`src/rtl/tl_pkg.sv`:
```
// Shared definitions for the emergency preemption sequencer.
//
// Lamp vectors are 8 bits wide. Bit 7 is the MSB and holds the high bit of
// direction 0, so direction k occupies bits [7-2k : 6-2k].
//
// Lamp encoding: RED=2'b00, YELLOW=2'b01, GREEN=2'b10. The code 2'b11 is
// invalid and is shown as RED.
package tl_pkg;

  localparam int NUM_DIRS = 4;

  localparam logic [1:0] LT_RED    = 2'b00;
  localparam logic [1:0] LT_YELLOW = 2'b01;
  localparam logic [1:0] LT_GREEN  = 2'b10;

  typedef enum logic [2:0] {
    IDLE        = 3'd0,
    YELLOW      = 3'd1,
    ALLRED      = 3'd2,
    EMERG_GREEN = 3'd3,
    EXIT_ALLRED = 3'd4
  } tl_state_t;

  // A direction requests when either of its two override lanes is high.
  function automatic logic [NUM_DIRS-1:0] dir_req(input logic [7:0] lane);
    logic [NUM_DIRS-1:0] r;
    r = '0;
    for (int k = 0; k < NUM_DIRS; k++) begin
      r[k] = |lane[(NUM_DIRS-1-k)*2 +: 2];
    end
    return r;
  endfunction

  // Lowest-index requesting direction wins; 0 when nothing requests.
  function automatic logic [1:0] pick_lowest(input logic [NUM_DIRS-1:0] req);
    logic [1:0] p;
    p = '0;
    for (int k = NUM_DIRS - 1; k >= 0; k--) begin
      if (req[k]) p = 2'(k);
    end
    return p;
  endfunction

  // Replace the invalid 2'b11 code with RED in every direction.
  function automatic logic [7:0] sanitise(input logic [7:0] v);
    logic [7:0] o;
    o = v;
    for (int k = 0; k < NUM_DIRS; k++) begin
      if (v[(NUM_DIRS-1-k)*2 +: 2] == 2'b11) o[(NUM_DIRS-1-k)*2 +: 2] = LT_RED;
    end
    return o;
  endfunction

  // Only direction dir GREEN, everyone else RED.
  function automatic logic [7:0] solo_green(input logic [1:0] dir);
    logic [7:0] o;
    o = '0;
    for (int k = 0; k < NUM_DIRS; k++) begin
      if (2'(k) == dir) o[(NUM_DIRS-1-k)*2 +: 2] = LT_GREEN;
    end
    return o;
  endfunction

  // Clearing pattern: every GREEN direction other than keep turns YELLOW,
  // everything else shows RED.
  function automatic logic [7:0] clear_pattern(input logic [7:0] lights,
                                               input logic [1:0] keep);
    logic [7:0] o;
    o = '0;
    for (int k = 0; k < NUM_DIRS; k++) begin
      if (2'(k) != keep && lights[(NUM_DIRS-1-k)*2 +: 2] == LT_GREEN)
        o[(NUM_DIRS-1-k)*2 +: 2] = LT_YELLOW;
    end
    return o;
  endfunction

endpackage

```
`src/rtl/preempt_timer.sv`:
```
// Loadable down-counter used to time each sequencer state.
//
// Ports:
//   clk, rst_n  clock and asynchronous active-low reset
//   load        reload count with load_val (asserted on every state entry)
//   load_val    duration of the state being entered, in cycles
//   done        high while the count sits at 1, i.e. in the last cycle of
//               the state; the count holds at 1 until the next load
module preempt_timer #(
  parameter int W = 3
) (
  input  logic         clk,
  input  logic         rst_n,
  input  logic         load,
  input  logic [W-1:0] load_val,
  output logic         done
);

  logic [W-1:0] count;

  always_ff @(posedge clk or negedge rst_n) begin
    if (!rst_n) begin
      count <= '0;
    end else if (load) begin
      count <= load_val;
    end else if (count > W'(1)) begin
      count <= count - W'(1);
    end
  end

  assign done = (count == W'(1));

endmodule

```
`src/rtl/emergency_preempt_sequencer.sv`:
```
// Emergency preemption sequencer between the normal phase controller and
// the lamp drivers. In IDLE it registers the (sanitised) normal lights; on an
// emergency request it clears conflicting greens through yellow and all-red,
// holds the requesting direction green for at least MIN_GREEN_CYCLES, then
// hands back through an all-red interval.
//
// Ports:
//   clk, rst_n     clock, asynchronous active-low reset
//   emergencyLane  per-lane override, direction k requests on bit 7-2k or 6-2k
//   normalLights   normal controller lamps, 2 bits per direction
//   lightsOut      registered lamp states, same packing
//   normalHold     high in every state other than IDLE
//   preemptActive  high only in EMERG_GREEN
//   servedDir      direction being served, 0 in IDLE
//   fsm_state      current state (tl_state_t encoding) for observation
//
// Handshake: there is none; emergencyLane is a level request sampled every
// cycle, and each output is a register updated on every clock edge.
module emergency_preempt_sequencer
  import tl_pkg::*;
#(
  parameter int YELLOW_CYCLES      = 3,
  parameter int ALLRED_CYCLES      = 2,
  parameter int MIN_GREEN_CYCLES   = 5,
  parameter int EXIT_ALLRED_CYCLES = 2
) (
  input  logic       clk,
  input  logic       rst_n,
  input  logic [7:0] emergencyLane,
  input  logic [7:0] normalLights,
  output logic [7:0] lightsOut,
  output logic       normalHold,
  output logic       preemptActive,
  output logic [1:0] servedDir,
  output logic [2:0] fsm_state
);

  localparam int MAX_AB  = (YELLOW_CYCLES > ALLRED_CYCLES) ? YELLOW_CYCLES : ALLRED_CYCLES;
  localparam int MAX_CD  = (MIN_GREEN_CYCLES > EXIT_ALLRED_CYCLES) ? MIN_GREEN_CYCLES
                                                                   : EXIT_ALLRED_CYCLES;
  localparam int MAX_CYC = (MAX_AB > MAX_CD) ? MAX_AB : MAX_CD;
  localparam int CW      = $clog2(MAX_CYC + 1);

  tl_state_t               state;
  tl_state_t               nxt_state;
  logic [NUM_DIRS-1:0]     req;
  logic [NUM_DIRS-1:0]     other_req;
  logic [1:0]              pick;
  logic [1:0]              reroute_dir;
  logic                    tmr_load;
  logic [CW-1:0]           tmr_val;
  logic                    tmr_done;

  always_comb begin
    req         = dir_req(emergencyLane);
    pick        = pick_lowest(req);
    other_req   = req & ~(4'b0001 << servedDir);
    reroute_dir = pick_lowest(other_req);
    nxt_state   = state;
    case (state)
      IDLE: begin
        // Skip the clearing phases when the requester is already the sole green.
        if (|req) nxt_state = (lightsOut == solo_green(pick)) ? EMERG_GREEN : YELLOW;
      end
      YELLOW:      if (tmr_done) nxt_state = ALLRED;
      ALLRED:      if (tmr_done) nxt_state = EMERG_GREEN;
      EMERG_GREEN: begin
        if (tmr_done && !req[servedDir]) nxt_state = (|other_req) ? YELLOW : EXIT_ALLRED;
      end
      EXIT_ALLRED: if (tmr_done) nxt_state = IDLE;
      default:     nxt_state = IDLE;
    endcase

    // Every state change is a state entry, and every entry reloads the timer.
    tmr_load = (nxt_state != state);
    case (nxt_state)
      YELLOW:      tmr_val = CW'(YELLOW_CYCLES);
      ALLRED:      tmr_val = CW'(ALLRED_CYCLES);
      EMERG_GREEN: tmr_val = CW'(MIN_GREEN_CYCLES);
      EXIT_ALLRED: tmr_val = CW'(EXIT_ALLRED_CYCLES);
      default:     tmr_val = '0;
    endcase
  end

  preempt_timer #(.W(CW)) u_timer (
    .clk      (clk),
    .rst_n    (rst_n),
    .load     (tmr_load),
    .load_val (tmr_val),
    .done     (tmr_done)
  );

  always_ff @(posedge clk or negedge rst_n) begin
    if (!rst_n) begin
      state         <= IDLE;
      lightsOut     <= '0;
      normalHold    <= 1'b0;
      preemptActive <= 1'b0;
      servedDir     <= '0;
    end else begin
      state         <= nxt_state;
      normalHold    <= (nxt_state != IDLE);
      preemptActive <= (nxt_state == EMERG_GREEN);
      case (state)
        IDLE: begin
          if (nxt_state == EMERG_GREEN) begin
            servedDir <= pick;
            lightsOut <= solo_green(pick);
          end else if (nxt_state == YELLOW) begin
            servedDir <= pick;
            lightsOut <= clear_pattern(lightsOut, pick);
          end else begin
            lightsOut <= sanitise(normalLights);
          end
        end
        YELLOW: if (nxt_state == ALLRED) lightsOut <= '0;
        ALLRED: if (nxt_state == EMERG_GREEN) lightsOut <= solo_green(servedDir);
        EMERG_GREEN: begin
          if (nxt_state == YELLOW) begin
            // The outgoing direction is the only green, so it alone turns yellow.
            servedDir <= reroute_dir;
            lightsOut <= clear_pattern(lightsOut, reroute_dir);
          end else if (nxt_state == EXIT_ALLRED) begin
            lightsOut <= '0;
          end
        end
        EXIT_ALLRED: begin
          if (nxt_state == IDLE) begin
            servedDir <= '0;
            lightsOut <= sanitise(normalLights);
          end
        end
        default: lightsOut <= '0;
      endcase
    end
  end

  assign fsm_state = state;

endmodule

```
`config.mk`:
```
export PLATFORM = sky130hd
export DESIGN_NAME = emergency_preempt_sequencer
export DESIGN_NICKNAME = d
export VERILOG_FILES = /design/src/rtl/tl_pkg.sv /design/src/rtl/preempt_timer.sv /design/src/rtl/emergency_preempt_sequencer.sv
export SDC_FILE = /design/constraint.sdc
export NUM_CORES = 1
export LEC_CHECK = 0
export ABC_AREA = 1
export CAP_MARGIN = 0
export CORE_ASPECT_RATIO = 0.5
export CORE_MARGIN = 3
export CORE_UTILIZATION = 48
export DETAILED_ROUTE_END_ITERATION = 10
export GPL_ROUTABILITY_DRIVEN = 0
export HOLD_SLACK_MARGIN = 0.06
export MAX_ROUTING_LAYER = met4
export PLACE_DENSITY_LB_ADDON = 0.3
export SLEW_MARGIN = 20
export SYNTH_ARGS = -nofsm -noshare
export SYNTH_HDL_FRONTEND = slang
export SYNTH_HIERARCHICAL = 1
export SYNTH_SLANG_ARGS = --single-unit
```
`constraint.sdc`:
```
create_clock -name clk -period 4.7 [get_ports clk]
set_input_delay 0.47 -clock clk [delete_from_list [all_inputs] [get_ports clk]]
set_output_delay 0.47 -clock clk [all_outputs]
set_load 0.005 [all_outputs]
```
==> impl_metrics.tcl, run 1 <==
set metrics [dict create \
    drc 0 \
    avgRoutedWirePerCell_um 12.9 \
    syn-num-nets 314 \
    crit_type "primary input to flip-flop" \
    start_util_pct 51.2 \
    outcome "finished clean" \
    setup_viol 0 \
    hold_viol 0 \
    slowest_delay_ns 0.48 \
    relSlewSlack_pct 45.1 \
    ys_warn_count 6 \
    grt.total_usage_pct 23.3 \
    setup_slack_ns 1.93 \
    yosysUniqueCellTypes 29 \
    portBuffers 32 \
    worstPathCellList "clkdlybuf4s50_1 -> nor2_4 -> nand2_2 -> nor2_1 -> nor2_1 -> nor2_1 -> nand2_4 -> inv_2 -> nand2_1 -> a21oi_1 -> nand2_1 -> nor2_1 -> nand2_1 -> nand3_1 -> nand2_1" \
    min_path_type "flip-flop to flip-flop" \
    clk_pin_slew_ns 0.08 \
    overflow 0 \
    pre_cts_slack_ns 1.73 \
    seq_area_frac_synth_pct 25.1 \
    first_pass_iters 7 \
    final_max_slew_viol_count 0 \
    areaGrowthSynthToFinish_pct 24.0 \
    layout.cells.non_filler 380 \
    place_area_um2 2170 \
    dr.first_iter.drc_count 184 \
    cts-hold-fix-buffers 0 \
    netlist_area_um2 1800 \
    dp.cells 376 \
    p_leak_nw 1.15 \
    num_io_pins 33 \
    synth_seq_cells 18 \
    p_per_area_nw_per_um2 647 \
    crit_path_top_delay_cell "clkdlybuf4s50_1" \
    routed_via_density 5.24 \
    num_rows 15 \
    coreArea_um2 3510 \
    async_flop_share_pct 100 \
    critPathMaxFanout 16 \
    rsz0062_at_grt "false" \
    postCtsSetupRepairBufs 0 \
    cts_root_buf "clkbuf_8" \
    vias 1993 \
    fin_util_pct 63.5 \
    critical_path.top_delay_family "simple AND/OR/NAND/NOR gates" \
    die_h_um 49.2 \
    cts_tree "done" \
    drive_gt1_share_pct 11.9 \
    cts_buffers 3 \
    cts.path.max_buffers 2 \
    ir_drop_v 0.000335 \
    worst_pin_slew_ns 0.820 \
    post_cts_resized 0 \
    drv_cap 0 \
    yosysTopAreaCell "dfrtp_1" \
    worst-path-buf-inv 2 \
    finalClockSkew_ns 0.00475 \
    grt_pass1_vias 1698 \
    clock_latency_ns 0.26 \
    endpoint_kind "flip-flop" \
    layout_worst_path_cycle_share_pct 58.9 \
    synth-edff-count 0 \
    grt_antenna_before_repair 0 \
    max_freq_mhz 361 \
    ys_top_cells_by_area "dfrtp_1 (25%), nand2_1 (22%), inv_1 (7.7%), nor2_1 (7.3%), nand3_1 (6.7%)" \
    die-area_um2 4550 \
    htreeDepth 1 \
    drt_wl_total_um 4910 \
    min_period_ns 2.77 \
    start_kind "primary input" \
    grt_pass1_wl_um 8220 \
    synth_top_area_share_pct 25.1 \
    synth-main-ff-cell "dfrtp_1" \
    tns_ns 0 \
    stdcell_area_um2 2230 \
    syn_inst 294 \
    finalNetCount 350 \
    ant_nets 0 \
    dpl.hpwl_um 3880 \
    grt_max_degree 19 \
    crit_required_ns 4.85 \
    numClockSinks 18 \
    insertedDiodeCount 0 \
    die_x_um 92.5 \
    avgSynthCellArea_um2 6.11 \
    crit_arrival_ns 2.92 \
]
[worst reg2reg max path, cell delays in order (launching register included)]
cell     delay (ns)
dfrtp_1        0.40
inv_1          0.08
ha_1           0.19
inv_1          0.05
nor2_1         0.25
inv_1          0.12
nand2_1        0.18
o21ai_1        0.10
nor2_1         0.22
nand2_4        0.18
inv_2          0.18
nand2_1        0.07
a21oi_1        0.12
nand2_1        0.16
nor2_1         0.13
nand2_1        0.09
nand3_1        0.10
nand2_1        0.05
[registers in the layout, summed over array words and instances (netlist names)]
name           flops
u_timer/count      3
lightsOut          8
servedDir          2
fsm_state          3
preemptActive      1
normalHold         1
[cells in the final DEF (no fill, tap or decap)]
cell type	netlist	final
nand3_1	24	24
clkdlybuf4s50_1	0	32
a21oi_2	1	1
o211ai_1	1	1
nand2_4	4	4
nand2_8	1	1
or2_2	3	3
nand4_2	2	2
nand2_2	1	1
dfrtp_1	18	18
ha_1	2	2
nor2_8	1	1
inv_1	37	37
nor2_1	35	35
nor2_2	2	2
nand3b_1	3	3
inv_2	11	11
a31oi_1	2	2
a21oi_1	4	4
nor2_4	6	6
nand4_1	10	10
nor3_4	1	1
clkbuf_8	0	4
o21ai_1	6	6
nand3_2	1	1
nor3_1	1	1
nand3_4	1	1
o21ai_0	9	9
nand2_1	104	104
a32oi_1	2	2
[cell families (layout without fill, tap and decap cells)]
family / Yosys count / count (layout) / synth area share (%)
compound gates: 25 / 25 / 7.87
flops: 18 / 18 / 25.1
fa+ha+maj: 2 / 2 / 1.39
simple gates: 200 / 200 / 55.2
buf+inv: 49 / 84 / 10.5
[per-stage QoR]
step	hold slack [ns]	total power, mW
after floorplan	0.174	1.02
after global placement	0.513	1.28
after detailed placement	0.525	1.29
after CTS	0.545	1.43
after global routing	0.593	1.59
final	0.546	1.44
[layer usage]
layer / vias up / track usage, % / wire length [µm]
met5: - / - / 0
met4: 0 / 3.69 / 44
met3: 4 / 5.70 / 499
met2: 93 / 33.4 / 2100
met1: 899 / 33.6 / 2260
li1: 997 / - / -
[cell usage after synthesis (3+ instances only)]
master      n
inv_2      11
nand2_4     4
nand3_1    24
o21ai_0     9
nand3b_1    3
inv_1      37
a21oi_1     4
dfrtp_1    18
or2_2       3
nor2_4      6
nand2_1   104
nor2_1     35
nand4_1    10
o21ai_1     6
[layout make-up]
class,count,area [µm²]
clock buffer,4,55.1
fill,324,1280
inverter,48,180
multi-input combinational,227,1160
sequential,18,450
tap,51,63.8
timing repair buffer,32,320
[worst paths after layout]
path | endpoint | slack [ns] | startpoint | depth (start not counted)
setup / recovery | u_timer/count[0] | 1.93 | emergencyLane[5] | 15
hold / removal | lightsOut[2] | 0.55 | lightsOut[2] | 2
setup reg to reg | u_timer/count[0] | 1.93 | u_timer/count[1] | 17
hold reg to reg | lightsOut[2] | 0.55 | lightsOut[2] | 2
max in group asynchronous | servedDir[1] | 3.51 | rst_n | 1
min in group asynchronous | lightsOut[2] | 0.68 | rst_n | 1
[power breakdown]
group / switching (mW) / leakage (nW) / internal [mW]
sequential: 0.0654 / 0.232 / 0.216
combinational: 0.660 / 0.890 / 0.366
clock: 0.0580 / 0.0288 / 0.0746
total: 0.783 / 1.15 / 0.657
Note: power is estimated with default switching activity, not from simulation.
==> inputs of run 2 (changes only) <==
clock period = 2.5 ns   (was 4.7 ns; I/O delays follow)
==> impl_metrics.tcl, run 2 (same netlist as run 1, synthesis figures left out) <==
set metrics [dict create \
    outcome "finished clean" \
    cpMostUsedCell "nor2_4" \
    crit_type "flip-flop to flip-flop" \
    num_io_pins 33 \
    die_h_um 49.2 \
    drive_gt1_share_pct 18.2 \
    hold_viol 0 \
    start_kind "flip-flop" \
    coreArea_um2 3510 \
    numClockSinks 18 \
    regMostFlops "lightsOut" \
    slowest_delay_ns 0.46 \
    layout_worst_path_cycle_share_pct 96.9 \
    ant_nets 0 \
    worstReg2RegEnd "u_timer/count[2]" \
    drc 0 \
    rsz0062_at_grt "true" \
    max_freq_mhz 413 \
    crit_start "u_timer/count[0]" \
    drt_wl_total_um 5450 \
    crit_required_ns 2.70 \
    overflow 0 \
    num_rows 15 \
    grt_antenna_before_repair 0 \
    timing.rr.start "u_timer/count[0]" \
    critPathMaxFanout 8 \
    cts-hold-fix-buffers 0 \
    finalNetCount 367 \
    cts_tree "done" \
    relSlewSlack_pct 36.6 \
    min_period_ns 2.42 \
    drv_cap 0 \
    min_path_type "primary input to asynchronous set/reset pin" \
    insertedDiodeCount 0 \
    grt_pass1_wl_um 9150 \
    die_x_um 92.5 \
    portBuffers 32 \
    clock_latency_ns 0.27 \
    cts.path.max_buffers 2 \
    worst_pin_slew_ns 0.949 \
    reg2reg_slack_ns 0.08 \
    nFillCells 322 \
    areaGrowthSynthToFinish_pct 33.2 \
    clk_pin_slew_ns 0.08 \
    dr.first_iter.drc_count 162 \
    p_per_area_nw_per_um2 1300 \
    stdcell_area_um2 2390 \
    worstPathCellList "ha_4 -> inv_1 -> nor2_4 -> o21ai_2 -> nor3_4 -> buf_4 -> nor2_4 -> nor2_4 -> nand2_8 -> inv_1 -> nand2_1 -> nand2_4 -> nor2_1 -> nand2_1 -> nand3_1 -> nor2_1" \
    crit_arrival_ns 2.62 \
    layout_commonest_cell "nand2_1" \
    routed_via_density 5.24 \
    crit_path_top_delay_cell "dfrtp_1" \
    grt_pass1_vias 1950 \
    start_util_pct 51.2 \
    endpoint_kind "flip-flop" \
    finalClockSkew_ns 0.00790 \
    cts_buffers 3 \
    fin_util_pct 68.2 \
    largest_reg_flops 8 \
    endpoint "u_timer/count[2]" \
    grt_max_degree 19 \
    final_max_slew_viol_count 0 \
    cts_root_buf "clkbuf_8" \
    dpl.hpwl_um 4200 \
    avgRoutedWirePerCell_um 13.7 \
    vias 2079 \
    place_area_um2 2270 \
    setup_viol 0 \
    htreeDepth 1 \
    first_pass_iters 5 \
    grt.total_usage_pct 26.2 \
    p_leak_nw 1.24 \
    die-area_um2 4550 \
    ir_drop_v 0.000890 \
    r2r_cells 16 \
    layout_common_cells "nand2_1 (102), inv_1 (36), nor2_1 (34)" \
]
run 2: layer usage:
metal	track usage (%)	wire length, µm
met2	39.6	2470
met1	33.6	2330
met3	8.63	578
met4	6.90	62
met5	-	0
run 2: final cells by class:
| class | instances | area (µm²) | area share [%] |
|---|---|---|---|
| Timing Repair Buffer | 49 | 448 | 18.7 |
| Clock buffer | 4 | 55.1 | 2.30 |
| Inverter | 48 | 180 | 7.53 |
| Tap cell | 51 | 63.8 | 2.67 |
| Sequential cell | 18 | 450 | 18.8 |
| Multi-Input combinational cell | 227 | 1190 | 49.9 |
run 2: worst max-delay path, delay by kind of cell, from the launching register on:
family,cells,cell delay (ns)
and+or+nand+nor,11,1.30
DFF,1,0.46
AOI/OAI and AO/OA,1,0.09
buffers and inverters,3,0.31
adders and majority gates,1,0.19
run 2: through the flow:
stage	total power [mW]	hold slack [ns]	TNS, ns	cells	setup slack (ns)
floorplan	1.92	-0.0456	0	294	0.207
global placement	2.57	0.526	0	389	0.0241
detailed placement	2.64	0.537	-0.244	389	-0.0888
CTS	2.92	0.513	0	393	0.0300
global route	3.38	0.542	-0.160	397	-0.0585
finish	3.10	0.503	0	397	0.0781
run 2: worst min path at each step:
stage / from / endpoint / slack [ns] / depth (start not counted)
2_1_floorplan: rst_n / fsm_state[0] / -0.05 / 0
3_3_place_gp: lightsOut[2] / lightsOut[2] / 0.53 / 2
3_5_place_dp: lightsOut[2] / lightsOut[2] / 0.54 / 2
4_1_cts: rst_n / lightsOut[2] / 0.51 / 1
5_1_grt: rst_n / lightsOut[5] / 0.54 / 1
6_report: rst_n / lightsOut[2] / 0.50 / 1
run 2: timing repair:
item / in CTS / in global routing
buffers inserted: 0 / 4
pin swaps: 0 / 4
hold endpoints to repair: 0 / 0
setup endpoints to repair: 7 / 13
gates resized for setup: 2 / 9
run 2: power breakdown:
| group | internal [mW] | leakage, nW | total, mW | switching [mW] |
|---|---|---|---|---|
| registers | 0.406 | 0.232 | 0.539 | 0.133 |
| logic | 0.916 | 0.975 | 2.31 | 1.39 |
| clock network | 0.141 | 0.0288 | 0.255 | 0.114 |
==> inputs of run 3 (changes only) <==
CTS_CLUSTER_DIAMETER = 150   (was not set)
==> results of run 3 <==
The final DEF is identical to that of run 2; final timing and power are the same.
